### src/rtl/seq_ctrl.sv
// seq_ctrl: instruction sequencer for a small accumulator machine.
//   Steps IDLE -> FETCH -> DECODE -> EXEC -> FETCH ... until a HALT opcode or
//   a memory timeout parks it in HALT. Only clr leaves HALT.
// Ports:
//   clk       rising-edge clock
//   clr       asynchronous active-low reset
//   start     begin execution from IDLE
//   op        opcode field from the instruction register (latched in DECODE)
//   zero      accumulator X equals zero (used by JZ in EXEC)
//   mem_rdy   memory completes the current access this cycle
//   inst_en   {PC_EN, INST_EN, ADDR_EN, Y_EN, OP_EN, X_EN}
//   mux_sum   00 pass Y, 01 X+Y, 10 X-Y, 11 address to PC
//   mux_y     drive X onto the memory write bus
//   r, we     memory read / write strobes
//   en_fetch  instruction-fetch cycle
//   busy      in FETCH, DECODE or EXEC
//   halted    in HALT
//   fault     sticky memory-timeout flag
//   icount    retired-instruction counter (wraps)
module seq_ctrl #(
   parameter int WAIT_MAX = 15,
   parameter int CNT_W    = 8
) (
   input  logic             clk,
   input  logic             clr,
   input  logic             start,
   input  logic [2:0]       op,
   input  logic             zero,
   input  logic             mem_rdy,
   output logic [5:0]       inst_en,
   output logic [1:0]       mux_sum,
   output logic             mux_y,
   output logic             r,
   output logic             we,
   output logic             en_fetch,
   output logic             busy,
   output logic             halted,
   output logic             fault,
   output logic [CNT_W-1:0] icount
);

   typedef enum logic [2:0] {
      IDLE   = 3'd0,
      FETCH  = 3'd1,
      DECODE = 3'd2,
      EXEC   = 3'd3,
      HALT   = 3'd4
   } state_t;

   typedef enum logic [2:0] {
      OP_LOAD  = 3'b000,
      OP_ADD   = 3'b001,
      OP_SUB   = 3'b010,
      OP_STORE = 3'b011,
      OP_JMP   = 3'b100,
      OP_JZ    = 3'b101,
      OP_NOP   = 3'b110,
      OP_HALT  = 3'b111
   } opcode_t;

   localparam int WC_W = (WAIT_MAX < 2) ? 1 : $clog2(WAIT_MAX + 1);
   // Last tolerated wait cycle: the counter holds the number of earlier
   // consecutive wait cycles, so the WAIT_MAX-th one sees WAIT_MAX-1.
   localparam logic [WC_W-1:0] WLAST = WC_W'(WAIT_MAX - 1);

   state_t          state;
   logic [2:0]      op_q;
   logic [WC_W-1:0] wcnt;
   logic            pending;
   logic            timeout;

   // Memory-bound states: FETCH and the four memory opcodes (op_q[2]==0).
   assign pending = (state == FETCH) || (state == EXEC && !op_q[2]);
   // A ready strobe in the final wait cycle wins over the timeout.
   assign timeout = pending && !mem_rdy && (wcnt == WLAST);

   always_ff @(posedge clk or negedge clr) begin
      if (!clr) begin
         state  <= IDLE;
         op_q   <= 3'b000;
         wcnt   <= '0;
         icount <= '0;
         fault  <= 1'b0;
      end else begin
         // Counter only survives while the same access is still outstanding.
         if (pending && !mem_rdy && !timeout) wcnt <= wcnt + WC_W'(1);
         else                                 wcnt <= '0;

         case (state)
            IDLE:   if (start) state <= FETCH;
            FETCH: begin
               if (mem_rdy)      state <= DECODE;
               else if (timeout) begin
                  state <= HALT;
                  fault <= 1'b1;
               end
            end
            DECODE: begin
               op_q  <= op;
               state <= EXEC;
            end
            EXEC: begin
               case (op_q)
                  OP_LOAD, OP_ADD, OP_SUB, OP_STORE: begin
                     if (mem_rdy) begin
                        state  <= FETCH;
                        icount <= icount + CNT_W'(1);
                     end else if (timeout) begin
                        state <= HALT;
                        fault <= 1'b1;
                     end
                  end
                  OP_JMP, OP_JZ, OP_NOP: begin
                     state  <= FETCH;
                     icount <= icount + CNT_W'(1);
                  end
                  default: state <= HALT;
               endcase
            end
            HALT:    state <= HALT;
            default: state <= IDLE;
         endcase
      end
   end

   always_comb begin
      inst_en  = 6'b000000;
      mux_sum  = 2'b00;
      mux_y    = 1'b0;
      r        = 1'b0;
      we       = 1'b0;
      en_fetch = 1'b0;
      busy     = 1'b0;
      halted   = 1'b0;
      case (state)
         FETCH: begin
            busy     = 1'b1;
            r        = 1'b1;
            en_fetch = 1'b1;
            if (mem_rdy) inst_en = 6'b110010;
         end
         DECODE: begin
            busy    = 1'b1;
            inst_en = 6'b001000;
         end
         EXEC: begin
            busy = 1'b1;
            case (op_q)
               OP_LOAD, OP_ADD, OP_SUB: begin
                  r       = 1'b1;
                  mux_sum = op_q[1:0];
                  if (mem_rdy) inst_en = 6'b000101;
               end
               OP_STORE: begin
                  we    = 1'b1;
                  mux_y = 1'b1;
               end
               OP_JMP: begin
                  mux_sum = 2'b11;
                  inst_en = 6'b100000;
               end
               OP_JZ: begin
                  if (zero) begin
                     mux_sum = 2'b11;
                     inst_en = 6'b100000;
                  end
               end
               default: ;
            endcase
         end
         HALT:    halted = 1'b1;
         default: ;
      endcase
   end

endmodule
### config.mk
export PLATFORM = sky130hd
export DESIGN_NAME = seq_ctrl
export DESIGN_NICKNAME = d
export VERILOG_FILES = /design/src/rtl/seq_ctrl.sv
export SDC_FILE = /design/constraint.sdc
export NUM_CORES = 1
export LEC_CHECK = 0
export ABC_AREA = 1
export BUFFER_PORTS_ARGS = -buffer_cell sky130_fd_sc_hd__buf_2
export CORE_MARGIN = 2
export CORE_UTILIZATION = 57
export CTS_BUF_LIST = sky130_fd_sc_hd__clkbuf_4 sky130_fd_sc_hd__clkbuf_8
export CTS_CLUSTER_DIAMETER = 150
export DETAILED_ROUTE_END_ITERATION = 8
export GPL_TIMING_DRIVEN = 1
export PLACE_DENSITY = 0.86
export SETUP_SLACK_MARGIN = 0.5
export SYNTH_ARGS = -nofsm -noshare
export SYNTH_HDL_FRONTEND = slang
export SYNTH_SLANG_ARGS = --single-unit
### constraint.sdc
create_clock -name clk -period 3.2 [get_ports clk]
set_input_delay 0.48 -clock clk [delete_from_list [all_inputs] [get_ports clk]]
set_output_delay 0.48 -clock clk [all_outputs]
set_load 0.02 [all_outputs]
==> results.sh <==
export IMPL_status="complete, no violations"
export IMPL_dr_wl_met2_mm=1.13
export IMPL_finClkSkew_ns=0.00655
export IMPL_port_buffers=30
export IMPL_arrival_ns=1.58
export IMPL_root_buffer="clkbuf_4"
export IMPL_period_share=0.645
export IMPL_vdd_ir_drop_worst_mv=0.616
export IMPL_grt_pass1_vias=882
export IMPL_hold_ws_ns=0.0877
export IMPL_n_antenna_cell=0
export IMPL_highest_layer="met4"
export IMPL_cts_setup_buffers=0
export IMPL_dp_cells=193
export IMPL_cts_sinks=19
export IMPL_wl_met1_um=927
export IMPL_syn_area_sq_um=1070
export IMPL_yosysTopAreaCell="dfrtp_1"
export IMPL_power_net_switching_uw=563
export IMPL_finalNetCount=184
export IMPL_synth_cell_type_count=23
export IMPL_leakage_nw=0.723
export IMPL_critPathKind="reg -> out"
export IMPL_syn_num_nets=152
export IMPL_finalNonFillerCells=197
export IMPL_syn2layout_area_growth_pct=17.4
export IMPL_p_int_uw=551
export IMPL_antenna_found_initial=0
export IMPL_powerDensity_nw_per_um2=886
export IMPL_worstMarginPinSlew_ns=0.422
export IMPL_die_x_um=47.4
export IMPL_grt_max_degree=20
export IMPL_ant_nets=0
export IMPL_clk_insertion_delay_late_ns=0.30
export IMPL_drv_slew=0
export IMPL_yosysWarnings=0
export IMPL_combPwrFrac=0.522
export IMPL_vias_per_cell=5.19
export IMPL_setup_viol=0
export IMPL_wl_met3_um=127
export IMPL_fmax_mhz=485
export IMPL_die_height_um=47.4
export IMPL_rr_startpoint="op_q[2]"
export IMPL_final_area_sq_um=1260
export IMPL_cts_hold_buf=0
export IMPL_cts_resized=0
export IMPL_worstReg2RegEnd="icount[6]"
export IMPL_synth_top_area_share=0.443
export IMPL_period_needed_ns=2.06
export IMPL_grt_pass1_wl_mm=3.57
export IMPL_seq_power_share=0.366
export IMPL_first_iter_violations=34
export IMPL_path_clk_slew_ns=0.11
export IMPL_cp_cell_sequence="inv_1 -> nand2_2 -> nor2_4 -> inv_2 -> nor4_1 -> buf_2"
export IMPL_drtPass1Iterations=4
export IMPL_gp_congestion=0.868
export IMPL_reg2reg_depth=6
export IMPL_cts_tree="done"
export IMPL_synth_area_leaders="dfrtp_1, nand2_1, inv_1, nor2_1, o21ai_0"
export IMPL_synth_seq_cells=19
export IMPL_place_area_sq_um=1230
export IMPL_yosysSeqAreaShare=0.443
export IMPL_core_sq_um=1750
export IMPL_core_rowCount=15
export IMPL_cts_buffers=3
export IMPL_p_sw_frac=0.505
export IMPL_grt_setup_unrepaired="false"
export IMPL_post_dp_hpwl_mm=1.71
export IMPL_vias=1023
export IMPL_relSlewSlack=0.717
export IMPL_end_kind="primary output"
export IMPL_wl_per_cell_um=11.3
export IMPL_netlist_instances=141
export IMPL_syn_mean_instance_area_sq_um=7.60
export IMPL_critPathLaunchType="register"
export IMPL_clock_path_buffers=2
export IMPL_max_cap_violations=0
export IMPL_hold_class="in -> async"
export IMPL_globalRouteOverflowTotal=0
export IMPL_initial_utilization=0.614
export IMPL_slowest_stage="dfrtp_1"
export IMPL_htree_levels=1
export IMPL_reg2reg_slack_ns=1.86
export IMPL_die_area_sq_um=2240
export IMPL_crit_required_ns=2.72
export IMPL_drive_gt1_frac=0.244
export IMPL_fin_tns_setup_ns=0
export IMPL_drcViolationCount=0
export IMPL_clkPwrFrac=0.112
export IMPL_io_pins=31
export IMPL_crit_path_max_fanout=6
export IMPL_wl_mm=2.22
export IMPL_max_stage_delay_ns=0.42
export IMPL_hold_viol_final=0
export IMPL_track_usage=0.231
-- final cells by class --
type / instances / area, sq um
multi-input cells: 98 / 494
fillers: 148 / 487
flip-flops and latches: 19 / 475
repair buffers: 30 / 150
inverters: 21 / 80.1
well taps: 25 / 31.3
clock buffers: 3 / 22.5
clock inverters: 1 / 5.00
-- Yosys cell counts --
master    instances
a21oi_1           4
a31oi_1           1
buf_4             3
clkinv_2          1
dfrtp_1          19
ha_1              3
inv_1            18
inv_2             2
nand2_1          38
nand2_2           2
nand3_1           6
nand3_2           1
nand3b_1          1
nand4_1           2
nor2_1           18
nor2_4            1
nor3_1            2
nor4_1            2
o21ai_0           9
o21ai_2           1
o31ai_1           1
xnor2_1           2
xor2_1            4
-- power groups by stage --
stage                     Clock (mW)  Sequential [mW]  Combinational (mW)
final                          0.124            0.409               0.582
after global routing           0.141            0.418               0.648
after CTS                      0.128            0.405               0.584
after detailed placement           0            0.410               0.580
after global placement             0            0.403               0.565
after floorplan                    0            0.436               0.388
-- layout by cell type (no fill, tap or decap), drive strengths merged, types with 3 or more instances in the layout --
| master | netlist | routed |
|---|---|---|
| buf | 3 | 30 |
| nand3 | 7 | 7 |
| inv | 20 | 20 |
| ha | 3 | 3 |
| a21oi | 4 | 4 |
| o21ai | 10 | 10 |
| nor2 | 19 | 19 |
| clkbuf | 0 | 3 |
| nand2 | 40 | 40 |
| dfrtp | 19 | 19 |
| xor2 | 4 | 4 |
-- registers in the layout, summed over array words and instances, names as in the netlist --
register / count
wcnt: 4
fault: 1
state: 3
icount: 8
op_q: 3
-- how the worst max path moves through the flow --
stage | depth (start not counted) | end | from
floorplan | 6 | we | state[2]
global placement | 6 | mux_y | state[2]
finish | 6 | mux_y | state[2]
detailed placement | 6 | mux_y | state[2]
global route | 6 | inst_en[1] | state[2]
CTS | 6 | mux_y | state[2]
-- metal layers --
| metal | global-route usage | up-vias |
|---|---|---|
| li1 | - | 502 |
| met1 | 0.289 | 475 |
| met2 | 0.365 | 40 |
| met3 | 0.0538 | 6 |
| met4 | 0.128 | 0 |
| met5 | 0 | - |
-- worst max-delay path: cells and delay by family (launching register included) --
kind          cells  cell delay (ns)
buf+inv           3             0.40
flops             1             0.42
simple gates      3             0.46
-- cell families (layout without fill, tap and decap cells) --
family | Yosys count | in the layout | synth area share
AO/OA/AOI/OAI | 16 | 16 | 0.0817
XOR/XNOR | 6 | 6 | 0.0490
adder cells (fa/ha/maj) | 3 | 3 | 0.0350
buffers and inverters | 24 | 55 | 0.0957
flip-flops | 19 | 19 | 0.443
AND/OR/NAND/NOR | 73 | 73 | 0.295
-- through the flow --
stage	worst slack [ns]	util	power, mW
4_1_cts	1.12	0.721	1.12
6_report	1.14	0.721	1.11
3_5_place_dp	1.47	0.705	0.989
5_1_grt	0.984	0.721	1.21
2_1_floorplan	1.00	-	0.824
3_3_place_gp	1.53	0.705	0.968
Note: power is estimated with default switching activity, not from simulation.
